File: src/rtl/scr1_reset_seq_pkg.sv
// Shared types and sizing helpers for the reset sequencer.
// The counter is sized to hold the larger of the hold and ack-timeout loads.
package scr1_reset_seq_pkg;

    localparam int unsigned MAX_DOMAINS = 8;

    typedef enum logic [2:0] {
        StHold,
        StRelease,
        StWaitAck,
        StRun,
        StSoftHold,
        StSoftWait
    } seq_state_e;

    function automatic int unsigned cnt_width(input int unsigned hold_cycles,
                                              input int unsigned ack_timeout);
        int unsigned max_v;
        max_v = (hold_cycles > ack_timeout) ? hold_cycles : ack_timeout;
        return $clog2(max_v + 1);
    endfunction

endpackage

File: src/rtl/scr1_reset_seq_timer.sv
// Loadable down-counter shared by the hold and ack-timeout phases.
// It saturates at zero; expired_o is high while the count is zero.
module scr1_reset_seq_timer #(
    parameter int unsigned Width  = 5,
    parameter int unsigned RstVal = 0
) (
    input  logic             clk_i,
    input  logic             rst_i,
    input  logic             load_i,
    input  logic [Width-1:0] load_val_i,
    input  logic             en_i,
    output logic             expired_o
);

    logic [Width-1:0] cnt_q, cnt_d;

    always_comb begin
        cnt_d = cnt_q;
        if (load_i) begin
            cnt_d = load_val_i;
        end else if (en_i && (cnt_q != '0)) begin
            cnt_d = cnt_q - Width'(1);
        end
    end

    always_ff @(posedge clk_i) begin
        if (rst_i) begin
            cnt_q <= Width'(RstVal);
        end else begin
            cnt_q <= cnt_d;
        end
    end

    assign expired_o = (cnt_q == '0);

endmodule

File: src/rtl/scr1_reset_seq_ctrl.sv
// Reset sequencer: holds all domains in reset, releases them in index order waiting
// for each status acknowledge (with timeout), and services per-domain soft resets in RUN.
module scr1_reset_seq_ctrl
    import scr1_reset_seq_pkg::*;
#(
    parameter int unsigned DOMAINS     = 3,
    parameter int unsigned HOLD_CYCLES = 16,
    parameter int unsigned ACK_TIMEOUT = 64
) (
    input  logic               clk,
    input  logic               rst,
    input  logic               sys_rst_req,
    input  logic [DOMAINS-1:0] dom_rst_req,
    input  logic [DOMAINS-1:0] dom_rst_status,
    output logic [DOMAINS-1:0] dom_rst_n_out,
    output logic               seq_busy,
    output logic               seq_done,
    output logic               timeout_err,
    output logic [2:0]         timeout_dom
);

    localparam int unsigned CntW = cnt_width(HOLD_CYCLES, ACK_TIMEOUT);
    localparam int unsigned IdxW = (DOMAINS > 1) ? $clog2(DOMAINS) : 1;
    localparam logic [IdxW-1:0] LastIdx = IdxW'(DOMAINS - 1);

    if (DOMAINS < 1 || DOMAINS > MAX_DOMAINS) begin : g_bad_domains
        $error("DOMAINS out of range");
    end

    seq_state_e         state_q, state_d;
    logic [IdxW-1:0]    idx_q, idx_d, req_idx;
    logic [DOMAINS-1:0] rst_n_q, rst_n_d;
    logic               busy_q, busy_d, done_q, done_d, terr_q, terr_d;
    logic [2:0]         tdom_q, tdom_d;
    logic               tmr_load, tmr_en, tmr_expired, ack;
    logic [CntW-1:0]    tmr_val;

    scr1_reset_seq_timer #(
        .Width  (CntW),
        .RstVal (HOLD_CYCLES)
    ) u_timer (
        .clk_i      (clk),
        .rst_i      (rst),
        .load_i     (tmr_load),
        .load_val_i (tmr_val),
        .en_i       (tmr_en),
        .expired_o  (tmr_expired)
    );

    // Lowest requesting domain wins; the rest are dropped.
    always_comb begin
        req_idx = '0;
        for (int i = DOMAINS - 1; i >= 0; i--) begin
            if (dom_rst_req[i]) req_idx = IdxW'(i);
        end
    end

    always_comb begin
        state_d  = state_q;
        idx_d    = idx_q;
        rst_n_d  = rst_n_q;
        terr_d   = terr_q;
        tdom_d   = tdom_q;
        tmr_load = 1'b0;
        tmr_en   = 1'b0;
        tmr_val  = '0;
        ack      = dom_rst_status[idx_q];

        if (sys_rst_req) begin
            state_d  = StHold;
            idx_d    = '0;
            rst_n_d  = '0;
            terr_d   = 1'b0;
            tdom_d   = '0;
            tmr_load = 1'b1;
            tmr_val  = CntW'(HOLD_CYCLES);
        end else begin
            unique case (state_q)
                StHold, StSoftHold: begin
                    if (tmr_expired) begin
                        rst_n_d[idx_q] = 1'b1;
                        tmr_load       = 1'b1;
                        tmr_val        = CntW'(ACK_TIMEOUT - 1);
                        state_d        = (state_q == StHold) ? StWaitAck : StSoftWait;
                    end else begin
                        tmr_en = 1'b1;
                    end
                end
                StRelease: begin
                    rst_n_d[idx_q] = 1'b1;
                    tmr_load       = 1'b1;
                    tmr_val        = CntW'(ACK_TIMEOUT - 1);
                    state_d        = StWaitAck;
                end
                StWaitAck, StSoftWait: begin
                    if (ack || tmr_expired) begin
                        // A timed-out domain is treated as acknowledged so the system still comes up.
                        if (!ack) begin
                            terr_d = 1'b1;
                            tdom_d = 3'(idx_q);
                        end
                        if (state_q == StSoftWait || idx_q == LastIdx) begin
                            state_d = StRun;
                        end else begin
                            idx_d   = idx_q + IdxW'(1);
                            state_d = StRelease;
                        end
                    end else begin
                        tmr_en = 1'b1;
                    end
                end
                StRun: begin
                    if (dom_rst_req != '0) begin
                        idx_d            = req_idx;
                        rst_n_d[req_idx] = 1'b0;
                        tmr_load         = 1'b1;
                        tmr_val          = CntW'(HOLD_CYCLES - 1);
                        state_d          = StSoftHold;
                    end
                end
                default: state_d = StHold;
            endcase
        end

        busy_d = (state_d != StRun);
        done_d = (state_d == StRun);
    end

    always_ff @(posedge clk) begin
        if (rst) begin
            state_q <= StHold;
            idx_q   <= '0;
            rst_n_q <= '0;
            busy_q  <= 1'b1;
            done_q  <= 1'b0;
            terr_q  <= 1'b0;
            tdom_q  <= '0;
        end else begin
            state_q <= state_d;
            idx_q   <= idx_d;
            rst_n_q <= rst_n_d;
            busy_q  <= busy_d;
            done_q  <= done_d;
            terr_q  <= terr_d;
            tdom_q  <= tdom_d;
        end
    end

    assign dom_rst_n_out = rst_n_q;
    assign seq_busy      = busy_q;
    assign seq_done      = done_q;
    assign timeout_err   = terr_q;
    assign timeout_dom   = tdom_q;

endmodule
File: config.mk
export PLATFORM = sky130hd
export DESIGN_NAME = scr1_reset_seq_ctrl
export DESIGN_NICKNAME = d
export VERILOG_FILES = /design/src/rtl/scr1_reset_seq_pkg.sv /design/src/rtl/scr1_reset_seq_timer.sv /design/src/rtl/scr1_reset_seq_ctrl.sv
export SDC_FILE = /design/constraint.sdc
export NUM_CORES = 1
export LEC_CHECK = 0
export BUFFER_PORTS_ARGS = -buffer_cell sky130_fd_sc_hd__clkbuf_2
export CAP_MARGIN = 20
export CORE_MARGIN = 2
export CORE_UTILIZATION = 60
export CTS_CLUSTER_SIZE = 28
export DETAILED_ROUTE_END_ITERATION = 8
export PLACE_DENSITY = 0.83
export SLEW_MARGIN = 20
export SYNTH_ARGS = -nofsm -noshare
export SYNTH_HDL_FRONTEND = slang
export SYNTH_HIERARCHICAL = 1
export SYNTH_SLANG_ARGS = --single-unit
File: constraint.sdc
create_clock -name clk -period 3.3 [get_ports clk]
set_input_delay 0.165 -clock clk [delete_from_list [all_inputs] [get_ports clk]]
set_output_delay 0.165 -clock clk [all_outputs]
set_load 0.05 [all_outputs]
==> metrics.cfg <==
[run_status]
status = complete, no violations

[drt]
first_iter_violations = 37
post_drt_wl_per_cell_um = 14.7
vias_per_cell = 6.18
routed_wl_um = 2880
dr.pass1.iters = 5
drc_errors = 0
antenna_left = 0
num_vias = 1211

[sta]
rsz0062_at_grt = no
slew_viol_final = 0
fin_skew_ns = 0.000844
worst_pin_slew_ns = 0.574
setup_viol = 0
worst_hold_slack_ns = 0.114
fin_crit_ns = 2.49
fmax_mhz = 401
setup_tns_ns = 0
max_slew_margin_pct = 61.7
final_hold_viol_count = 0
period_share_pct = 75.5

[die]
die_area_um2 = 2530
die_y_um = 50.3
initial_utilization_pct = 64.8
std_cell_rows = 16
io_pins = 18
core_area_um2 = 1980
die_x_um = 50.3

[synth]
ys_types = 50
synth-main-ff-cell = dfxtp_1
yosys_warnings = 6
syn_avg_cell_area_um2 = 8.18
synth_fa_ha_area_share_pct = 3.90
synth-seq-area-share_pct = 31.2
synth_mux_area_share_pct = 1.85
synth-simple-area-share_pct = 26.7
synth-xor-area-share_pct = 2.05
synth_edf_count = 0
syn_area_um2 = 1280
yosys.area.top_type = dfxtp_1
synth_top_cell_area_share_pct = 31.2
synth_compound_area_share_pct = 28.4
synthTopCellsByArea = dfxtp_1 (31%), a21oi_1 (5.8%), ha_1 (3.9%)
synth.ff_latch_count = 20
netlist_instances = 157
synth_top_family_by_area = compound AO/OA/AOI/OAI gates
async_flop_share_pct = 0

[critical_path]
crit_type = register to register
worstPathArrival_ns = 2.71
cp-end-kind = register
path_max_fanout = 10
crit_path_start_kind = register
cp.required_ns = 3.51

[placement]
port_buffers = 16
dp_hpwl_um = 2130
place_congestion = 0.910
dpl_cell_area_um2 = 1360

[cts]
clockBufferDepth = 2
clockRootBuffer = clkbuf_4
clkTransAtPathRegs_ns = 0.12
cts_tree = yes
cts_buffers = 3
post_cts_buffers = 0
cts.htree.levels = 1
cts_sinks = 20
cts-resized-gates = 0
cts_hold_buffers = 0
clkLatencyLatePin_ns = 0.31

[final_layout]
final_nets = 183
postLayoutCellArea_um2 = 1410
area_delta_synth_final_pct = 9.65
diodes = 0
n_fill_cell = 159
multiInputGateArea_um2 = 815
regArea_um2 = 400
drive_above_1_share_pct = 18.3

[grt]
gr-total-overflow = 0
grt_pass1_wl_um = 4940
grt_antenna_before_repair = 0
grt_usage_pct = 25.0
grt_max_degree = 17
grt_pass1_vias = 1089

[power]
p_seq_share_pct = 45.1
pwr-share-comb_pct = 19.4
peakVddDrop_mv = 0.317
cellPowerDensity_nw_per_um2 = 415
power_switching_mw = 0.164
internal_power_mw = 0.421
p_clk_share_pct = 35.6
netSwitchingFraction_pct = 28.0
power.leakage_nw = 0.527

[worst_hold_path]
hold_class = primary input to register

[job]
cap_violations = 0

## worst max-delay path: stages, from the launching register on
cell       delay (ns)
dfxtp_1          0.36
inv_1            0.07
ha_1             0.16
nor4b_4          0.33
and2_1           0.40
nor2_1           0.15
a221oi_4         0.40
mux2i_1          0.14
a2111oi_2        0.38
## sequential cells by signal, summed over array words and instances, names as in the netlist
signal	count
seq_done	1
timeout_dom	2
dom_rst_n_out	3
state_q	3
timeout_err	1
seq_busy	1
u_timer/cnt_q	7
idx_q	2
## layer usage
metal	share of wire, %	track usage [%]	up-vias
li1	-	-	587
met1	47	33.6	572
met2	46	41.7	45
met3	5.3	3.57	7
met4	1.5	6.94	0
met5	0	0	-
## cell usage in the layout (no fill, tap or decap), drive strengths merged, types with 2 or more instances in the layout
cell type,count
conb,2
clkbuf,19
nand2b,6
ha,4
nand2,10
a311oi,2
a211oi,3
or2,3
inv,7
o21bai,3
a21oi,15
nor4,2
o21ai,10
nor3,7
o21a,5
mux2i,2
xnor2,2
a221oi,2
o32ai,2
nor2,13
nor2b,5
nand3,5
nor3b,2
dfxtp,20
## cell families after synthesis
family,count (synthesis)
xor+xnor,3
flops,20
mux,2
fa+ha+maj,4
simple gates,60
buf+inv,16
compound gates,51
other cells,1
## worst paths after layout
check	startpoint	to	slack, ns	cells past startpoint
max	u_timer/cnt_q[0]$_SDFFE_PP0P_	idx_q[0]$_SDFFE_PP0P_	0.81	8
min	dom_rst_req[0]	dom_rst_n_out[0]$_SDFFE_PP0P_	0.11	2
max reg2reg	u_timer/cnt_q[0]$_SDFFE_PP0P_	idx_q[0]$_SDFFE_PP0P_	0.81	8
min reg2reg	dom_rst_n_out[1]$_SDFFE_PP0P_	dom_rst_n_out[1]$_SDFFE_PP0P_	0.48	2
## Yosys cell counts, types with 2 or more instances
master and count:
a311oi_1 2, nor3b_1 2, nor2b_1 5, a211oi_1 3
clkbuf_1 5, o21bai_1 3, nand3_1 5, inv_1 7
nand2b_1 5, nand2_1 10, nor3_1 7, nor2_1 13
dfxtp_1 20, a21oi_1 15, o21a_1 5, o32ai_1 2
o21ai_0 10, or2_2 2, ha_1 4, xnor2_1 2
## layout make-up
cell class                 instances  area share (%)
sequential                        20            28.4
inverter                           7            1.87
clock buffer                       3            1.60
tap                               27            2.40
clock inverter                     1            2.13
timing repair buffer              16            5.69
multi-input combinational        122            57.9
## power by group through the flow
stage | Clock, mW | Combinational [mW] | Sequential (mW)
after global placement | 0 | 0.106 | 0.267
after floorplan | 0 | 0.0875 | 0.267
after global routing | 0.218 | 0.124 | 0.265
final | 0.208 | 0.113 | 0.263
after detailed placement | 0 | 0.110 | 0.268
after CTS | 0.212 | 0.112 | 0.263
## per-stage QoR
step                setup slack, ns  utilization (%)  instances  total power [mW]
finish                        0.807             71.0        196             0.584
global route                  0.612             71.0        196             0.606
CTS                           0.828             71.0        196             0.586
detailed placement            0.870             68.4        192             0.378
global placement              0.920             68.4        192             0.373
floorplan                      1.06                -        158             0.354
Note: power is estimated with default switching activity, not from simulation.
